**src/rtl/wb_stage.sv**
```systemverilog
// Writeback stage: buffers cache-stage results in a FIFO and retires one per cycle into the RF write port.
// Define WB_FORWARD_EN to build the in-flight result forwarding lookup; otherwise fwd_hit/fwd_data are 0.
module wb_stage #(
    parameter int unsigned DEPTH = 4
) (
    input  logic        clock,
    input  logic        reset,
    input  logic        c_ready,
    input  logic [31:0] cw_pc,
    input  logic [4:0]  cw_write_sel,
    input  logic [31:0] cw_result,
    input  logic        cw_is_wb,
    output logic        w_ready,
    input  logic        rf_busy,
    output logic        rf_we,
    output logic [4:0]  rf_waddr,
    output logic [31:0] rf_wdata,
    output logic        wr_valid,
    output logic [31:0] wr_pc,
    output logic [31:0] retire_count,
    input  logic [4:0]  fwd_sel,
    output logic        fwd_hit,
    output logic [31:0] fwd_data
);

    localparam int unsigned PW = $clog2(DEPTH);
    localparam int unsigned CW = PW + 1;

    typedef logic [PW-1:0] ptr_t;

    typedef struct packed {
        logic [31:0] pc;
        logic [4:0]  sel;
        logic [31:0] result;
        logic        is_wb;
    } entry_t;

    entry_t        mem_q [DEPTH];
    ptr_t          rd_ptr_q, rd_ptr_d;
    ptr_t          wr_ptr_q, wr_ptr_d;
    logic [CW-1:0] count_q, count_d;
    logic          rf_we_q, rf_we_d;
    logic [4:0]    rf_waddr_q, rf_waddr_d;
    logic [31:0]   rf_wdata_q, rf_wdata_d;
    logic          wr_valid_q, wr_valid_d;
    logic [31:0]   wr_pc_q, wr_pc_d;
    logic [31:0]   retire_cnt_q, retire_cnt_d;

    logic   push, pop;
    entry_t head;

    assign push = c_ready;
    assign pop  = (count_q != '0) && !rf_busy;
    assign head = mem_q[rd_ptr_q];

    // Threshold at DEPTH-1 leaves room for the item already in flight when w_ready falls.
    assign w_ready = !reset && (count_q < CW'(DEPTH - 1));

    always_comb begin
        rd_ptr_d     = rd_ptr_q;
        wr_ptr_d     = wr_ptr_q;
        count_d      = count_q;
        rf_we_d      = 1'b0;
        wr_valid_d   = 1'b0;
        rf_waddr_d   = rf_waddr_q;
        rf_wdata_d   = rf_wdata_q;
        wr_pc_d      = wr_pc_q;
        retire_cnt_d = retire_cnt_q;
        if (push) begin
            wr_ptr_d = wr_ptr_q + PW'(1);
        end
        if (pop) begin
            rd_ptr_d     = rd_ptr_q + PW'(1);
            wr_valid_d   = 1'b1;
            wr_pc_d      = head.pc;
            rf_we_d      = head.is_wb && (head.sel != 5'd0);
            rf_waddr_d   = head.sel;
            rf_wdata_d   = head.result;
            retire_cnt_d = retire_cnt_q + 32'd1;
        end
        count_d = count_q + CW'(push) - CW'(pop);
    end

    always_ff @(posedge clock) begin
        if (reset) begin
            rd_ptr_q     <= '0;
            wr_ptr_q     <= '0;
            count_q      <= '0;
            rf_we_q      <= 1'b0;
            rf_waddr_q   <= '0;
            rf_wdata_q   <= '0;
            wr_valid_q   <= 1'b0;
            wr_pc_q      <= '0;
            retire_cnt_q <= '0;
        end else begin
            rd_ptr_q     <= rd_ptr_d;
            wr_ptr_q     <= wr_ptr_d;
            count_q      <= count_d;
            rf_we_q      <= rf_we_d;
            rf_waddr_q   <= rf_waddr_d;
            rf_wdata_q   <= rf_wdata_d;
            wr_valid_q   <= wr_valid_d;
            wr_pc_q      <= wr_pc_d;
            retire_cnt_q <= retire_cnt_d;
        end
    end

    always_ff @(posedge clock) begin
        if (!reset && push) begin
            mem_q[wr_ptr_q] <= '{pc: cw_pc, sel: cw_write_sel, result: cw_result, is_wb: cw_is_wb};
        end
    end

    assign rf_we        = rf_we_q;
    assign rf_waddr     = rf_waddr_q;
    assign rf_wdata     = rf_wdata_q;
    assign wr_valid     = wr_valid_q;
    assign wr_pc        = wr_pc_q;
    assign retire_count = retire_cnt_q;

`ifdef WB_FORWARD_EN
    ptr_t idx;

    // Scan oldest to youngest so the last match (youngest) wins; the RF stage seeds the lowest priority.
    always_comb begin
        fwd_hit  = 1'b0;
        fwd_data = '0;
        idx      = rd_ptr_q;
        if (fwd_sel != 5'd0) begin
            if (rf_we_q && (rf_waddr_q == fwd_sel)) begin
                fwd_hit  = 1'b1;
                fwd_data = rf_wdata_q;
            end
            for (int unsigned i = 0; i < DEPTH; i++) begin
                idx = rd_ptr_q + PW'(i);
                if ((CW'(i) < count_q) && mem_q[idx].is_wb && (mem_q[idx].sel == fwd_sel)) begin
                    fwd_hit  = 1'b1;
                    fwd_data = mem_q[idx].result;
                end
            end
        end
    end
`else
    logic unused_fwd_sel;
    assign unused_fwd_sel = ^fwd_sel;
    assign fwd_hit        = 1'b0;
    assign fwd_data       = '0;
`endif

endmodule

```
**config.mk**
```make
export PLATFORM = sky130hd
export DESIGN_NAME = wb_stage
export DESIGN_NICKNAME = d
export VERILOG_FILES = /design/src/rtl/wb_stage.sv
export SDC_FILE = /design/constraint.sdc
export NUM_CORES = 1
export LEC_CHECK = 0
export BUFFER_PORTS_ARGS = -buffer_cell sky130_fd_sc_hd__buf_2
export CORE_UTILIZATION = 57
export CTS_CLUSTER_DIAMETER = 50
export CTS_CLUSTER_SIZE = 24
export DETAILED_ROUTE_END_ITERATION = 7
export PLACE_DENSITY = 0.76
export RECOVER_POWER = 25
export SYNTH_ARGS = -nofsm -noshare
export SYNTH_HDL_FRONTEND = slang
export SYNTH_SLANG_ARGS = --single-unit
```
**constraint.sdc**
```tcl
create_clock -name clock -period 3.95 [get_ports clock]
set_input_delay 1.185 -clock clock [delete_from_list [all_inputs] [get_ports clock]]
set_output_delay 1.185 -clock clock [all_outputs]
set_load 0.005 [all_outputs]
```
==> summary.txt, run 1 <==
Routing
  – Final WL: 28.9 mm
  – Vias per cell: about 5.6
  – Post-route ant nets: 0
  – Drt first pass iters: 5
  – Avg WL per Cell: 19.5 um
  – Via count: 8302
  – DRC Markers: 0
  – Iteration-0 DRC Markers: between 800 and 900

Timing
  – Final setup viols: 0
  – Clk_skew: 18.3 ps
  – Unrepaired setup endpoints after global routing: false
  – Final Hold Vio Count: 0
  – Worst-Margin Slew: about 830 ps
  – Final Max Tran Viols: 0
  – Fmax: 349 MHz
  – Slew HR: 0.441
  – Final Cycle Share: 0.725
  – TNS Setup: 0 ps
  – Tmin final: ~2900 ps

Clock tree
  – Post-CTS setup buffers: 0
  – Clock slew at reported path FFs: 70 ps
  – # clock sinks: slightly below 400
  – Gates resized, CTS repair: 0
  – TritonCTS Buffers: 34
  – H-tree Lvls: 2
  – Clock Latency Late Sink: 510 ps
  – Clock Path Buffers: 3
  – Clock root cell: clkbuf_16
  – Clock tree from TritonCTS: yes
  – Hold buffers post-CTS: 0

Yosys
  – Xor-xnor portion of the synthesized cell area: 0.00711
  – Compound-Gate Fraction of Synth Area: 0.0384
  – Main combinational cell family by area after synthesis: multiplexers
  – Post-Synth Adder-Cell Area: 0.00728
  – Register bit total from synthesis: 392
  – Asr flop ratio synth: 0
  – Netlist cell types: 38
  – Synth Cell Area: approximately 15000 sq um
  – EDFF count, synth: 280
  – Ys Warns: 0
  – Simple-Gate Fraction of Synth Area: 0.0798
  – Primary FF master, synth: edfxtp_1
  – Syn Inst Count: 944
  – Multiplexer share of the synthesized area: 0.113
  – Sequential fraction of the synthesis area: 0.720
  – Post-Syn Area per Cell: around 16 sq um

Worst setup path
  – Cell Chain, Critical Path: buf_4, a211oi_1, buf_2
  – CP delay by family, top: buffers and inverters
  – CP max-delay cell: a211oi_1
  – Worst EP required: around 2800 ps
  – Critical Path Max Stage Delay: 200 ps
  – Worst setup path class: input pin to output pin
  – CP max FO: 8
  – Startpoint Class: input pin
  – Worst path buffer plus inverter count: 2
  – Worst setup EP type: output pin
  – Crit path DAT: 1680 ps

Final layout
  – Final Non-Filler Cells: 1481
  – Area Growth Syn to Fin: 15.7%
  – Nets: 1209
  – Fillers: 1768
  – Share of cells above drive strength 1: 0.247
  – Final core occ: 0.675
  – Commonest non-fill, non-tap cells in the layout: 280 x edfxtp_1, 150 x nand2_1, 122 x buf_2
  – Final instance area: 17100 sq um
  – Commonest non-fill, non-tap cell in the layout: edfxtp_1

Global route
  – Largest net degree at the start of global routing: 60
  – M3 GR Usage: 0.0490
  – First-pass GRT wire length: around 45 mm
  – Grt ovf: 0
  – Met1 Use GR: 0.288
  – Initial antenna violation count: 3
  – Most Crowded Layer GR: met2
  – Vias in the first global route: between 8000 and 9000
  – GR Util met2: 0.371
  – GRT Total Usage: 0.221

Min path
  – Hold Path Class: register to register

Placed design
  – Detailed placement HPWL: 17.7 mm
  – Placed insts: about 1400
  – Port Buffers: between 150 and 200
  – Total placed instance area: roughly 16000 sq um
  – RD Place Congestion: ~0.86

Run status
  – Status: complete, no violations

Power
  – Leakage: slightly below 6 nW
  – Peak VDD IR: 460 uV
  – Power per cell area: 573 nW/um^2
  – Power Total: between 9 and 10 mW

Floorplan
  – Initial core utilization: 0.584
  – IO Count: 216
  – Rows: 58
  – Core ar.: between 20000 and 30000 sq um
  – DIE AREA: 26600 sq um
  – Die Width: 163 um
  – Die height: between 150 and 200 um

Run
  – Max-cap violations: 0
-- layer usage --
metal | vias to the layer above | share of wire
met2 | 239 | 0.49
met4 | 0 | 0.021
li1 | 3852 | -
met5 | - | 0
met3 | 45 | 0.064
met1 | 4166 | 0.42
-- tightest hold or removal path, cell delays in order (launching register included) --
cell     delay (ps)
dfxtp_1         310
nand2_1          50
a21oi_1          50
-- registers in the layout, summed over array words and instances (netlist names), named ones only --
| name | flops |
|---|---|
| rf_we | 1 |
| retire_count | 32 |
| rf_waddr | 5 |
| wr_ptr_q | 2 |
| count_q | 3 |
| mem_q | 280 |
| rd_ptr_q | 2 |
| wr_pc | 32 |
| rf_wdata | 32 |
| wr_valid | 1 |
-- kinds of logic (layout without fill, tap and decap cells) --
kind of cell | after synthesis | after routing
adders and majority gates | 8 | 8
DFF | 392 | 392
other | 1 | 36
AOI/OAI and AO/OA | 105 | 105
buffers and inverters | 93 | 265
and+or+nand+nor | 255 | 255
xor gates and xnor gates | 12 | 12
muxes | 78 | 78
-- through the flow --
step | hold WS (ps) | setup WS [ps]
2_1_floorplan | 453 | 297
3_3_place_gp | 440 | 1080
3_5_place_dp | 443 | 1020
6_report | 451 | 1090
4_1_cts | 453 | 1070
5_1_grt | 471 | 1010
-- area by class of cell --
type	instances	area (sq um)	share of cell area
Timing Repair Buffer	195	1030	0.0603
Multi-Input combinational cell	491	3770	0.221
Inverter	8	30.0	0.00176
Sequential cell	392	10700	0.623
Antenna cell	3	7.51	0.000439
Clock buffer	43	980	0.0573
Clock inverter	19	214	0.0125
Tap cell	330	413	0.0241
-- power by group --
| part | internal, mW | total, mW | switching [mW] | leakage [nW] |
|---|---|---|---|---|
| clock | 1.91 | 3.49 | 1.58 | 0.582 |
| combinational | 0.690 | 1.44 | 0.754 | 1.89 |
| sequential | 4.67 | 4.86 | 0.196 | 3.46 |
-- final timing paths --
kind,startpoint,endpoint,slack (ps),cells past startpoint
hold / removal,rf_wdata[16],rf_wdata[16],450,2
hold reg to reg,rf_wdata[16],rf_wdata[16],450,2
setup reg to reg,retire_count[3],retire_count[23],1630,4
setup / recovery,reset,w_ready,1090,3
-- synth_stat cells (2+ instances only) --
cell / number / share of area
a21oi_1: 86 / 0.029
and2_1: 6 / 0.0025
and3_1: 3 / 0.0013
and4_1: 7 / 0.0041
buf_1: 2 / 0.00051
buf_2: 18 / 0.0061
buf_4: 34 / 0.017
clkbuf_1: 30 / 0.0076
dfxtp_1: 112 / 0.15
edfxtp_1: 280 / 0.57
ha_1: 7 / 0.0059
inv_1: 8 / 0.0020
mux2_2: 7 / 0.0053
mux4_2: 70 / 0.11
nand2_1: 150 / 0.038
nand2b_1: 2 / 0.00085
nand3_1: 10 / 0.0034
nand4_1: 9 / 0.0038
nor2_1: 27 / 0.0069
nor2b_1: 8 / 0.0034
nor3_1: 3 / 0.0010
nor3b_1: 3 / 0.0015
nor4_1: 6 / 0.0025
o21ai_0: 3 / 0.0010
o31ai_1: 13 / 0.0066
or3_1: 5 / 0.0021
or4_1: 14 / 0.0071
xnor2_1: 7 / 0.0041
xor2_1: 5 / 0.0030
(Power assumes the default switching activity.)
==> run 2: changes to the inputs <==
Clock period 3.95 ns to 2.83 ns, I/O delays scaled along.
==> run 2 against run 1 <==
  * Setup slack worse by 740 ps
  * Sequential cell count unchanged
  * Utilization rose by 0.46 points
  * Power grew 40%
==> summary.txt, run 2 (same netlist as run 1, synthesis figures left out) <==
Clock tree
  – Hold buffers post-CTS: 0 (unchanged)
  – TritonCTS Buffers: 34 (unchanged)
  – Post-CTS setup buffers: 0 (unchanged)
  – Gates resized, CTS repair: 0 (unchanged)
  – Clock root cell: clkbuf_16
  – Clock slew at reported path FFs: 70 ps (about the same)
  – Clock Latency Late Sink: 520 ps (about the same)
  – Clock tree from TritonCTS: yes
  – H-tree Lvls: 2 (unchanged)
  – # clock sinks: 392 (unchanged)
  – Clock Path Buffers: 3 (unchanged)

Worst setup path
  – Flop-to-flop setup slack: 700 ps (-930 ps)
  – Startpoint Class: register
  – Worst setup path class: register to output pin
  – Critical path endpoint: w_ready
  – Crit path DAT: 1640 ps (-40 ps)
  – Worst EP required: 1980 ps (-780 ps)
  – R2R depth: 5 (+1)
  – Crit path launch: count_q[2]
  – CP max FO: 4 (-4)
  – Reg2reg end: wr_pc[21]
  – RR Startpoint: count_q[0]
  – Worst setup EP type: output pin

Placed design
  – RD Place Congestion: 0.855 (-0.26%)
  – Total placed instance area: 16100 sq um (+0.60%)
  – Detailed placement HPWL: 17.2 mm (-2.7%)
  – Port Buffers: 177 (unchanged)

Routing
  – Vias per cell: 5.60 (about the same)
  – DRC Markers: 0 (unchanged)
  – Iteration-0 DRC Markers: 578 (-35%)
  – Avg WL per Cell: 19.3 um (-0.82%)
  – Drt first pass iters: 5 (unchanged)
  – Via count: 8316 (+0.17%)
  – Final WL: 28.7 mm (-0.62%)
  – Top layer in use: met5
  – Post-route ant nets: 0 (unchanged)
  – Metal2 WL: 14.3 mm (+0.55%)
  – Met1 WL: 11.9 mm (-1.6%)
  – Met3 Wirelength: 1.88 mm (+1.1%)

Floorplan
  – DIE AREA: 26600 sq um (unchanged)
  – Initial core utilization: 0.584 (unchanged)
  – Rows: 58 (unchanged)
  – Die Width: 163 um (unchanged)
  – Die height: 163 um (unchanged)
  – Core ar.: 25300 sq um (unchanged)
  – IO Count: 216 (unchanged)

Power
  – Combinational Power Share: 0.153 (+0.006)
  – P_int: 10.1 mW (+39%)
  – Switching part of the total: 0.263 (+0.00490)
  – Share of power burned in registers: 0.488 (-0.009)
  – Power per cell area: 798 nW/um^2 (+39%)
  – Leakage: 5.98 nW (+0.84%)
  – Clock share of power: 0.359 (+0.003)
  – Peak VDD IR: 694 uV (+51%)
  – Total net switching power: 3.62 mW (+43%)
  – Power Total: 13.8 mW (+40%)

Timing
  – Final Hold Vio Count: 0 (unchanged)
  – Final Cycle Share: 0.879
  – TNS Setup: 0 ps (unchanged)
  – Final Max Tran Viols: 0 (unchanged)
  – Clk_skew: 22.0 ps (+3.74 ps)
  – Fmax: around 400 MHz
  – Tmin final: 2490 ps
  – Worst-Margin Slew: 911 ps (+79.0 ps)
  – Final setup viols: 0 (unchanged)
  – Unrepaired setup endpoints after global routing: false
  – Slew HR: 0.393 (-0.0484)

Global route
  – First-pass GRT wire length: 44.1 mm (-1.2%)
  – GRT Total Usage: 0.221 (-0.000280)
  – Grt ovf: 0 (unchanged)
  – Initial antenna violation count: 2 (-1)
  – Vias in the first global route: 8238 (-0.44%)
  – Largest net degree at the start of global routing: 98 (+63%)

Run status
  – Status: complete, no violations

Final layout
  – Share of cells above drive strength 1: 0.251 (+0.00326)
  – Area Growth Syn to Fin: 16.5%
  – Max reg flops: 280 (unchanged)
  – Commonest non-fill, non-tap cells in the layout: 280 x edfxtp_1, 150 x nand2_1, 119 x buf_2
  – Most flops, register: mem_q
  – Commonest non-fill, non-tap cell in the layout: edfxtp_1
  – Fillers: 1738 (-1.7%)
  – Nets: 1215 (+0.50%)
  – Final instance area: 17200 sq um (+0.69%)

Min path
  – Hold Path Class: register to register
  – Hold path start: wr_pc[6]

Run
  – Max-cap violations: 0 (unchanged)
[run 2: changes by cell type in the layout (fill, tap and decap cells not counted), moves of 2 or more]
| cell | before | now |
|---|---|---|
| buf_12 | 6 | 10 |
| buf_2 | 122 | 119 |
| buf_4 | 13 | 15 |
| clkbuf_16 | 38 | 35 |
| clkinv_8 | 2 | 5 |
| diode_2 | 3 | 1 |
| inv_16 | 0 | 2 |
[run 2: metal layers]
layer / vias up / global-route usage
li1: 3859 / -
met1: 4163 / 0.297
met2: 253 / 0.369
met3: 39 / 0.0442
met4: 2 / 0.0633
met5: - / 0
[run 2: metrics by stage]
stage / util / setup WS, ps / cells / hold slack, ps
floorplan: - / 281 / 976 / 453
CTS: 0.683 / 361 / 1483 / 454
global route: 0.680 / 309 / 1483 / 472
finish: 0.680 / 343 / 1484 / 451
global placement: 0.634 / 361 / 1422 / 439
detailed placement: 0.634 / 328 / 1422 / 445
[run 2: power groups by stage]
stage	clock, mW	sequential, mW	combinational [mW]
final	4.93	6.72	2.11
after global routing	5.25	6.76	2.32
after CTS	5.03	6.72	2.16
after detailed placement	0	6.85	2.15
after global placement	0	6.82	2.10
after floorplan	0	6.81	1.48
[run 2: worst min path at each step]
stage                        end  slack, ps  cells after the start
finish                  wr_pc[6]        450                      2
global route            wr_pc[2]        470                      2
CTS                 rf_wdata[17]        450                      2
detailed placement      wr_pc[5]        440                      2
global placement    rf_wdata[21]        440                      2
floorplan            rf_waddr[0]        450                      2
[run 2: worst max-delay path: stages, from the launching register on]
cell and delay (ps):
dfxtp_1 370, inv_1 60, ha_1 180, a211oi_1 350
buf_2 180
[run 2: layout make-up]
type | instances | area [sq um] | share of cell area
flip-flops and latches | 392 | 10700 | 0.619
multi-input cells | 491 | 3770 | 0.219
repair buffers | 201 | 1120 | 0.0652
clock buffers | 37 | 893 | 0.0519
well taps | 330 | 413 | 0.0240
clock inverters | 24 | 332 | 0.0192
inverters | 8 | 30.0 | 0.00174
diodes | 1 | 2.50 | 0.000145
